==> src/rtl/rggen_request_distributor.sv <==
// Routes one host register request to a one-hot selected slot and returns that slot's response.
// Optional ACCESS timeout: define RGGEN_REQUEST_DISTRIBUTOR_TIMEOUT_EN.
//
// state    | meaning
// ---------+--------------------------------------------------------------
// IDLE     | ready for a host request; decodes address on accept
// ACCESS   | one slot_valid bit held; waiting for that slot's ready
// RESPONSE | response presented to host until i_rsp_ready
module rggen_request_distributor #(
    parameter int ADDRESS_WIDTH  = 8,
    parameter int BUS_WIDTH      = 32,
    parameter int N              = 4,
    parameter int TIMEOUT_CYCLES = 16
) (
    input  logic                     i_clk,
    input  logic                     i_rst,
    input  logic                     i_req_valid,
    output logic                     o_req_ready,
    input  logic [ADDRESS_WIDTH-1:0] i_req_address,
    input  logic                     i_req_write,
    input  logic [BUS_WIDTH-1:0]     i_req_data,
    input  logic [BUS_WIDTH-1:0]     i_req_strobe,
    output logic                     o_rsp_valid,
    input  logic                     i_rsp_ready,
    output logic [1:0]               o_rsp_status,
    output logic [BUS_WIDTH-1:0]     o_rsp_data,
    output logic [N-1:0]             o_slot_valid,
    output logic                     o_slot_write,
    output logic [BUS_WIDTH-1:0]     o_slot_data,
    output logic [BUS_WIDTH-1:0]     o_slot_strobe,
    input  logic [N-1:0]             i_slot_ready,
    input  logic [2*N-1:0]           i_slot_status,
    input  logic [N*BUS_WIDTH-1:0]   i_slot_data
);

    localparam int BYTES = BUS_WIDTH / 8;
    localparam int LSB   = $clog2(BYTES);

    typedef enum logic [1:0] {
        IDLE,
        ACCESS,
        RESPONSE
    } state_e;

    state_e                   state;
    logic [ADDRESS_WIDTH-1:0] index;
    logic                     misaligned;
    logic [N-1:0]             decode_onehot;
    logic                     decode_hit;
    logic                     sel_ready;
    logic [1:0]               sel_status;
    logic [BUS_WIDTH-1:0]     sel_data;
    logic                     timeout_hit;

    assign index      = i_req_address >> LSB;
    assign misaligned = |(i_req_address & ADDRESS_WIDTH'(BYTES - 1));

    always_comb begin
        decode_onehot = '0;
        for (int i = 0; i < N; i++) begin
            decode_onehot[i] = (index == ADDRESS_WIDTH'(i));
        end
    end

    assign decode_hit = (|decode_onehot) && !misaligned;

    // Return path is an AND-OR over the held one-hot select; no select yields zero.
    always_comb begin
        sel_status = '0;
        sel_data   = '0;
        for (int i = 0; i < N; i++) begin
            sel_status = sel_status | (i_slot_status[2*i +: 2] & {2{o_slot_valid[i]}});
            sel_data   = sel_data | (i_slot_data[BUS_WIDTH*i +: BUS_WIDTH] & {BUS_WIDTH{o_slot_valid[i]}});
        end
    end

    assign sel_ready = |(i_slot_ready & o_slot_valid);

`ifdef RGGEN_REQUEST_DISTRIBUTOR_TIMEOUT_EN
    localparam int CW = $clog2(TIMEOUT_CYCLES + 1);

    logic [CW-1:0] timeout_count;

    // Fires in the ACCESS cycle whose increment would reach the limit.
    assign timeout_hit = (timeout_count == CW'(TIMEOUT_CYCLES - 1));

    always_ff @(posedge i_clk) begin
        if (i_rst || state != ACCESS) begin
            timeout_count <= '0;
        end else if (!sel_ready) begin
            timeout_count <= timeout_count + CW'(1);
        end
    end
`else
    assign timeout_hit = 1'b0;
`endif

    always_ff @(posedge i_clk) begin
        if (i_rst) begin
            state         <= IDLE;
            o_req_ready   <= 1'b1;
            o_rsp_valid   <= 1'b0;
            o_rsp_status  <= 2'b00;
            o_rsp_data    <= '0;
            o_slot_valid  <= '0;
            o_slot_write  <= 1'b0;
            o_slot_data   <= '0;
            o_slot_strobe <= '0;
        end else begin
            case (state)
                IDLE: begin
                    if (i_req_valid) begin
                        o_req_ready   <= 1'b0;
                        o_slot_write  <= i_req_write;
                        o_slot_data   <= i_req_data;
                        o_slot_strobe <= i_req_strobe;
                        if (decode_hit) begin
                            o_slot_valid <= decode_onehot;
                            state        <= ACCESS;
                        end else begin
                            o_rsp_valid  <= 1'b1;
                            o_rsp_status <= 2'b11;
                            o_rsp_data   <= '0;
                            state        <= RESPONSE;
                        end
                    end
                end
                ACCESS: begin
                    if (sel_ready) begin
                        o_rsp_status <= sel_status;
                        o_rsp_data   <= o_slot_write ? '0 : sel_data;
                        o_slot_valid <= '0;
                        o_rsp_valid  <= 1'b1;
                        state        <= RESPONSE;
                    end else if (timeout_hit) begin
                        o_rsp_status <= 2'b10;
                        o_rsp_data   <= '0;
                        o_slot_valid <= '0;
                        o_rsp_valid  <= 1'b1;
                        state        <= RESPONSE;
                    end
                end
                RESPONSE: begin
                    if (i_rsp_ready) begin
                        o_rsp_valid <= 1'b0;
                        o_req_ready <= 1'b1;
                        state       <= IDLE;
                    end
                end
                default: begin
                    state <= IDLE;
                end
            endcase
        end
    end

endmodule

==> config.mk <==
export PLATFORM = sky130hd
export DESIGN_NAME = rggen_request_distributor
export DESIGN_NICKNAME = d
export VERILOG_FILES = /design/src/rtl/rggen_request_distributor.sv
export SDC_FILE = /design/constraint.sdc
export NUM_CORES = 1
export LEC_CHECK = 0
export ABC_AREA = 1
export CELL_PAD_IN_SITES_DETAIL_PLACEMENT = 0
export CELL_PAD_IN_SITES_GLOBAL_PLACEMENT = 2
export CORE_ASPECT_RATIO = 1.75
export CORE_MARGIN = 4
export CORE_UTILIZATION = 16
export CTS_CLUSTER_DIAMETER = 200
export DETAILED_ROUTE_END_ITERATION = 8
export PLACE_DENSITY_LB_ADDON = 0.1
export RECOVER_POWER = 25
export SETUP_SLACK_MARGIN = 0.4
export SLEW_MARGIN = 10
export SYNTH_ARGS = -nofsm -noshare
export SYNTH_HDL_FRONTEND = slang
export SYNTH_SLANG_ARGS = --single-unit
export TNS_END_PERCENT = 100
==> constraint.sdc <==
create_clock -name i_clk -period 1.6 [get_ports i_clk]
set_clock_uncertainty 0.15 [all_clocks]
set_input_delay 0.24 -clock i_clk [delete_from_list [all_inputs] [get_ports i_clk]]
set_output_delay 0.24 -clock i_clk [all_outputs]
set_load 0.01 [all_outputs]
==> impl_results.md <==
- FFs w/ async S/R, synth: 0%
- Synth area leader: dfxtp_1
- Ant diodes: 0
- EDFF count, synth: 0
- Clock Pin Slew Worst Setup and Hold Paths: around 0.08 ns
- FF-to-FF End: o_slot_strobe[1]
- DIE WIDTH: between 100 and 150 um
- DR vias: between 6,000 and 7,000
- GRT Util Overall: between 10% and 20%
- Num Clock Sinks: around 110
- Seq/Total Area, Yosys: a little over two fifths
- R2r setup slk: between 0.05 and 0.06 ns
- M1 GR Usage: 14.8%
- DR WL/cell: 17.4 um
- CTS Hold Bufs: 0
- CTS max path bufs: 2
- GR peak layer: met2
- Post-Syn Area: around 0.005 mm^2
- Met2 usage in global routing: between 20% and 30%
- Synthesized flop and latch total: between 100 and 150
- Remaining Overflow, GRT: 0
- WS Path Type: reg -> reg
- Pwr Density: ~750 mW/mm^2
- Rel. slew slack: 83.0%
- Final hold violation count: 0
- Final hold slack: around 0.27 ns
- VDD IR max: 546 uV
- Max-slew violations: 0
- RSZ-0062 raised after global routing: yes
- CTS tree: yes
- Post-Syn Instances: 785
- Hold Startpoint: i_req_data[31]
- Final min period: 1.55 ns
- Clk_lat worst skew: between 0.3 and 0.4 ns
- 1st-iter DRT viols: 130
- Final instance area: 0.0108 mm^2
- LEAKAGE: 4.47 nW
- Setup Total Neg Slack: 0 ns
- TritonRoute pass-1 iters: 4
- I/O pin count: around 320
- Synthesized Nets: 1,002
- Detailed Route WL: 27.2 mm
- Core Box Area: ~0.032 mm^2
- Worst Hold End: o_slot_data[31]
- Worst-margin pin slew: around 0.25 ns
- Unique masters post-synth: 23
- Drt drc: 0
- Initial antenna violation count: 0
- Synth top area cells: dfxtp_1 (42%), nor2_1 (16%), nand2_1 (15%)
- GRT met3 Usage: 4.80%
- H-tree depth: 3
- P&R area growth vs syn: 111%
- CTS Buf Count: 9
- FF-to-FF Start: state[1]
- Synth warnings: 0
- Number of routed nets with antenna violations: 0
- Worst Setup End Kind: flip-flop
- Largest net degree at the start of global routing: 40
- DIE HEIGHT: between 200 and 250 um
- GPL Wtd Cong: 0.704
- Filler cells: ~3,400
- Row cnt: 86
- Top cells by count, synth: nor2_1 (213), nand2_1 (204), dfxtp_1 (107)
- Vias in the first global route: ~6,600
- Die area: 0.0350 mm^2
- FMAX: 646 MHz
- Final period utilization: 96.8%
- Fraction of layout cells with a size suffix above 1: between 30% and 40%
- Detailed Place HPWL: roughly 19 mm
- Count leader, synth: nor2_1
- Port Buffers: between 300 and 400
- CP required: around 1.8 ns
- Area after DPL: around 0.0090 mm^2
- WHS Path Cells: 3
- Avg Cell Area, Syn: approximately 6.5 um^2
- Arrival time worst endpoint: about 1.7 ns
- Final setup vio count: 0
- Min-delay worst type: in -> reg
- CTS root buffer: clkbuf_16
- Outcome: complete, no violations
- Max-cap viol count: 0
- Initial Utilization: between 15 and 20%
- CP Launch Type: flip-flop
- Ys flop type: dfxtp_1
- Final net count: around 1,400
- Worst reg-to-reg path cell count: 8
- Detailed-route vias per instance: ~4
- First-pass GRT wire length: about 38 mm
- Crit-path max FO: 8
- Post-synth top area share: roughly two fifths
## metrics by stage
step | util (%) | setup WS (ns) | std cells | power, W
global placement | 28.7 | -0.375 | 1485 | 0.00522
global route | 34.2 | -0.0549 | 1561 | 0.00858
detailed placement | 28.7 | -0.391 | 1485 | 0.00522
CTS | 31.5 | 0.0351 | 1521 | 0.00790
floorplan | - | 0.137 | 785 | 0.00388
finish | 34.2 | 0.0510 | 1561 | 0.00807
## timing repair
item,in CTS,in global routing
gates cloned,4,12
pin swaps,2,29
gates resized for setup,662,149
setup endpoints to repair,212,212
setup buffers,16,28
## critical path: stages (launching register included)
cell and delay, ns:
dfxtp_4 0.37, nor2_4 0.15, clkinv_4 0.09, nor2_4 0.16
buf_12 0.14, buf_8 0.13, clkbuf_16 0.16, o21ai_1 0.06
nor2_1 0.09
## cell usage in the layout (no fill, tap or decap), types with 2 or more instances in the layout
cell type          n
o21ai_1            5
o21ai_0           39
nor2_1           170
nand3_2            4
dfxtp_2           86
inv_1             23
nand2_4            3
buf_12            20
inv_2              2
nand2_2           15
buf_6            116
dfxtp_1           11
clkdlybuf4s50_1  216
buf_4             50
a21oi_1           27
o21ai_2           21
inv_6              3
nand2_1          189
o21ai_4            2
nor2_4            28
inv_4              2
buf_8              3
nor2_2            23
nand3_1           31
buf_16             4
nand4_1           27
a21oi_2           10
clkinv_4           3
clkbuf_16         17
dfxtp_4           10
## area by class of cell
type                       count  area [um^2]  share of cell area (%)
tap                          396          495                    4.60
sequential                   107         2290                    21.2
multi-input combinational    595         2970                    27.5
timing repair buffer         417         4600                    42.7
clock buffer                  10          239                    2.22
clock inverter                 6         55.1                   0.511
inverter                      30          140                    1.30
## metal layers
metal | routed length (um) | vias to the layer above
li1 | - | 3246
met1 | 9790 | 2870
met2 | 14900 | 222
met3 | 2130 | 18
met4 | 426 | 0
met5 | 0 | -
## kinds of logic (layout without fill, tap and decap cells)
| logic type | count (synthesis) | in the layout | share of synthesized area (%) |
|---|---|---|---|
| DFF | 107 | 107 | 41.8 |
| buffers and inverters | 83 | 463 | 7.55 |
| and+or+nand+nor | 490 | 490 | 39.6 |
| AOI/OAI and AO/OA | 105 | 105 | 11.0 |
## worst max-delay path by stage
stage | slack (ns) | end | start | cells past startpoint
after CTS | 0.04 | o_slot_valid[2] | o_slot_valid[2] | 2
after floorplan | 0.14 | o_slot_data[0] | state[0] | 8
after global routing | -0.05 | o_slot_strobe[2] | state[1] | 8
final | 0.05 | o_slot_strobe[1] | state[1] | 8
after detailed placement | -0.39 | o_rsp_data[19] | i_req_address[5] | 9
after global placement | -0.38 | o_rsp_data[8] | i_req_address[5] | 9
## power breakdown
group          switching, W  leakage, nW  internal, W
clock network       0.00118        0.146      0.00114
logic               0.00108         3.40      0.00154
registers          0.000187        0.920      0.00295
## registers in the layout (all words and copies together), names as in the netlist
signal         count
o_slot_valid       4
o_slot_write       1
o_slot_strobe     32
state              2
o_rsp_status       2
o_rsp_valid        1
o_rsp_data        32
o_slot_data       32
o_req_ready        1
No activity file was read; power rests on OpenSTA's default activity.
